## src/rtl/move_scheduler.sv

```systemverilog
// Step scheduler for a snake game: paces move requests to the datapath at a fixed
// tick rate, filters direction keys (no reversal) and handshakes with move_done.
module move_scheduler #(
  parameter int TICK_CYCLES = 25000000
) (
  input  logic       clock,
  input  logic       reset,
  input  logic       enable,
  input  logic       pause,
  input  logic [3:0] buttons,
  input  logic       move_done,
  output logic       move_req,
  output logic [1:0] direction,
  output logic [7:0] moves,
  output logic [2:0] db_state
);

  localparam int CNT_W = (TICK_CYCLES > 1) ? $clog2(TICK_CYCLES) : 1;
  localparam logic [CNT_W-1:0] TERM = CNT_W'(TICK_CYCLES - 1);

  typedef enum logic [2:0] {
    IDLE      = 3'd0,
    COUNT     = 3'd1,
    PAUSED    = 3'd2,
    REQUEST   = 3'd3,
    WAIT_DONE = 3'd4
  } state_t;

  state_t           state, state_nxt;
  logic [CNT_W-1:0] counter, cnt_nxt;
  logic [1:0]       pending_dir, pend_nxt;
  logic [1:0]       cand;
  logic             cand_vld;
  logic             commit;

  // Lowest-index pressed key wins; a key opposite to the committed heading is dropped.
  always_comb begin
    cand_vld = |buttons;
    cand     = 2'd3;
    if (buttons[0])      cand = 2'd0;
    else if (buttons[1]) cand = 2'd1;
    else if (buttons[2]) cand = 2'd2;
    pend_nxt = pending_dir;
    if (cand_vld && (cand != (direction ^ 2'b10)))
      pend_nxt = cand;
  end

  always_comb begin
    state_nxt = state;
    cnt_nxt   = counter;
    commit    = 1'b0;
    case (state)
      IDLE: begin
        cnt_nxt = '0;
        if (enable) state_nxt = COUNT;
      end
      COUNT: begin
        if (pause) begin
          state_nxt = PAUSED;
        end else if (counter == TERM) begin
          cnt_nxt   = '0;
          commit    = 1'b1;
          state_nxt = REQUEST;
        end else begin
          cnt_nxt = counter + 1'b1;
        end
      end
      PAUSED: begin
        if (!pause) state_nxt = COUNT;
      end
      REQUEST: begin
        cnt_nxt   = '0;
        state_nxt = move_done ? COUNT : WAIT_DONE;
      end
      WAIT_DONE: begin
        cnt_nxt = '0;
        if (move_done) state_nxt = COUNT;
      end
      default: begin
        cnt_nxt   = '0;
        state_nxt = IDLE;
      end
    endcase
    // Dropping enable aborts whatever is in flight, including a pending terminal count.
    if (!enable && (state != IDLE)) begin
      state_nxt = IDLE;
      cnt_nxt   = '0;
      commit    = 1'b0;
    end
  end

  always_ff @(posedge clock) begin
    if (reset) begin
      state       <= IDLE;
      counter     <= '0;
      move_req    <= 1'b0;
      direction   <= 2'b11;
      pending_dir <= 2'b11;
      moves       <= 8'd0;
    end else begin
      state       <= state_nxt;
      counter     <= cnt_nxt;
      move_req    <= (state_nxt == REQUEST);
      pending_dir <= pend_nxt;
      if (commit) begin
        direction <= pending_dir;
        moves     <= moves + 8'd1;
      end
    end
  end

  assign db_state = state;

endmodule

```

## config.mk

```make
export PLATFORM = sky130hd
export DESIGN_NAME = move_scheduler
export DESIGN_NICKNAME = d
export VERILOG_FILES = /design/src/rtl/move_scheduler.sv
export SDC_FILE = /design/constraint.sdc
export NUM_CORES = 1
export LEC_CHECK = 0
export CAP_MARGIN = 10
export CORE_UTILIZATION = 45
export CTS_BUF_LIST = sky130_fd_sc_hd__clkbuf_8
export CTS_CLUSTER_SIZE = 30
export DETAILED_ROUTE_END_ITERATION = 6
export HOLD_SLACK_MARGIN = 0.02
export PLACE_DENSITY = 0.66
export REMOVE_ABC_BUFFERS = 1
export SLEW_MARGIN = 20
export SYNTH_ARGS = -nofsm -noshare
export SYNTH_HDL_FRONTEND = slang
export SYNTH_SLANG_ARGS = --single-unit
```

## constraint.sdc

```tcl
create_clock -name clock -period 6 [get_ports clock]
set_input_delay 1.2 -clock clock [delete_from_list [all_inputs] [get_ports clock]]
set_output_delay 1.2 -clock clock [all_outputs]
set_load 0.03 [all_outputs]
```

==> out/results.ini <==
[floorplanning]
start_util_pct = 47.7
die_w_um = 70.4
io_pins = 23
die_h_um = 70.4
core_mm2 = 0.00441
die_area_mm2 = 0.00496
num_rows = 24

[pwr]
power_density_mw_per_mm2 = 224
seqPwrFrac_pct = 51.0
pwr-share-comb_pct = 8.4
peakVddDrop_mv = 0.159
intPower_mw = 0.419
swShare_pct = 24.1
clkPwrFrac_pct = 40.6
cellLeakagePower_nw = 0.854
power_switching_mw = 0.133

[global_routing]
grt_pass1_vias = 1700
antenna_found_initial = 0
globalRouteOverflowTotal = 0
grt_max_degree = 22
grtUsageTotal_pct = 19.7
grt_pass1_wl_um = 7910

[worst_setup_path]
worstPathRequired_ns = 6.22
crit_arrival_ns = 3.41
cpPeakStageDelay_ns = 0.60
cp_slowest_cell = nor4bb_1
path_cells = clkdlybuf4s50_1, nor4bb_1, nor2_1, a21o_1, a21oi_1
cp_max_fo = 21
start_kind = input port
crit_type = in -> reg
end_kind = register

[clocking]
h-tree-depth = 2
clk_pin_slew_worst_paths_ns = 0.08
ctsHoldBuffers = 0
clock_latency_ns = 0.30
cts_tree = done
cts-root-buf = clkbuf_8
cts_num_sinks = 41
clockBufferDepth = 2
cts-resized-gates = 0
cts_buffers = 5
post_cts.repair.setup_buffers = 0

[run]
max_cap_violations = 0

[synthesis]
yosysUniqueCellTypes = 50
synth_flop_cell = dfxtp_1
yosysMostFrequentCell = dfxtp_1
synthCells = 247
synth.top_cell.area_share_pct = 39.0
ys_warn_count = 0
yosysTopAreaCell = dfxtp_1
ys_ff_latch = 41
seq_area_frac_synth_pct = 39.0
synth_commonest_cells = dfxtp_1 (41), nor2_1 (35), xor2_1 (18), nand2_1 (15)
synth.cell_area_mm2 = 0.00211
syn_avg_cell_area_um2 = 8.53
synth_area_leaders = dfxtp_1 (39%), xor2_1 (7.5%), nor2_1 (6.2%), nand4_1 (3.9%), nand3_1 (3.1%)
async_flop_share_pct = 0
synth_edf_count = 0

[timing]
final-max-slew-violation-count = 0
setup_violations = 0
finalClockSkew_ns = 0.00536
tightest_slew_ns = 0.984
fmax_mhz = 314
rsz0062_at_grt = false
fin_crit_ns = 3.19
setup_tns_ns = 0
finalCritPeriodShare_pct = 53.1
hold_viol_final = 0
relSlewSlack_pct = 33.8

[detailed_routing]
drt_wl_total_um = 4300
drcViolationCount = 0
routedWlPerCell_um = 13.4
dr.pass1.iters = 4
vias_per_cell = 5.59
ant_nets = 0
vias = 1789
drt_iter0_drc = 125

[worst_hold_path]
hold_path.class = reg -> reg

[run_status]
status = finished clean

[place]
hpwl_um = 3040
dp_cells = 312
gp_congestion = 0.782
port_buffers = 22

[final_layout]
area_delta_synth_final_pct = 16.9
final_cells = 320
diodes = 0
nNetsFinal = 278
drive_above_1_share_pct = 7.84
nFillCells = 432

[state kept, by name, summed over array words and instances, names as in the netlist]
signal       cells
pending_dir      2
db_state         3
counter         25
moves            8
direction        2
move_req         1
[logic make-up after synthesis]
| family | count (synthesis) | synth area share [%] |
|---|---|---|
| buffers and inverters | 15 | 3.15 |
| XOR/XNOR | 21 | 8.73 |
| adder cells (fa/ha/maj) | 2 | 1.19 |
| AND/OR/NAND/NOR | 122 | 31.8 |
| AO/OA/AOI/OAI | 39 | 12.5 |
| flip-flops | 41 | 39.0 |
| multiplexers | 7 | 3.74 |
[layout make-up]
type,count,area [um^2],area share [%]
multi-input combinational,191,1220,49.5
sequential,41,821,33.3
timing repair buffer,22,220,8.94
clock buffer,5,68.8,2.79
tap,52,65.1,2.64
clock inverter,3,46.3,1.88
inverter,6,22.5,0.914
[final timing paths]
check,start,endpoint,slack [ns],depth (start not counted)
setup reg to reg,counter[6],counter[16],3.49,5
setup / recovery,pause,counter[1],2.81,5
hold reg to reg,pending_dir[0],direction[0],0.48,1
hold / removal,pending_dir[0],direction[0],0.48,1
[per-layer routing]
| metal | GRT usage, % | routed length (um) | up-vias |
|---|---|---|---|
| met5 | 0 | 0 | - |
| met1 | 26.5 | 2180 | 822 |
| met2 | 30.9 | 1910 | 27 |
| li1 | - | - | 935 |
| met4 | 6.00 | 57 | 0 |
| met3 | 4.91 | 148 | 5 |
[stage by stage]
| step | area, um^2 | worst slack (ns) | hold slack (ns) | total power, mW | utilization (%) |
|---|---|---|---|---|---|
| floorplan | 2060 | 3.50 | 0.441 | 0.315 | - |
| global placement | 2350 | 2.51 | 0.456 | 0.334 | 53.2 |
| finish | 2460 | 2.81 | 0.477 | 0.552 | 55.8 |
| CTS | 2460 | 2.83 | 0.483 | 0.560 | 55.8 |
| global route | 2460 | 2.62 | 0.495 | 0.573 | 55.8 |
| detailed placement | 2350 | 2.52 | 0.458 | 0.335 | 53.2 |
[placed cells by master (no fill, tap or decap), drive strengths merged, types with 3 or more instances in the layout]
master,n
and3,4
a21oi,10
a211oi,5
clkbuf,5
xnor2,3
nand2,15
nor3,9
mux2i,3
mux2,4
nand2b,3
nor3b,3
nand4,14
a31oi,6
clkdlybuf4s50,22
nor2b,6
nor4,7
nor2,35
nand3,13
o21ai,5
xor2,18
inv,6
dfxtp,41
[critical path, delay by kind of cell]
family	cells	cell delay [ns]
buffers and inverters	1	0.51
and+or+nand+nor	2	0.95
AOI/OAI and AO/OA	2	0.73
[power groups by stage]
stage / Sequential (mW) / Combinational, mW / Clock, mW
after detailed placement: 0.288 / 0.0468 / 0
final: 0.281 / 0.0464 / 0.224
after global placement: 0.288 / 0.0463 / 0
after floorplan: 0.289 / 0.0264 / 0
after global routing: 0.282 / 0.0522 / 0.238
after CTS: 0.281 / 0.0471 / 0.231
Note: power is estimated with default switching activity, not from simulation.
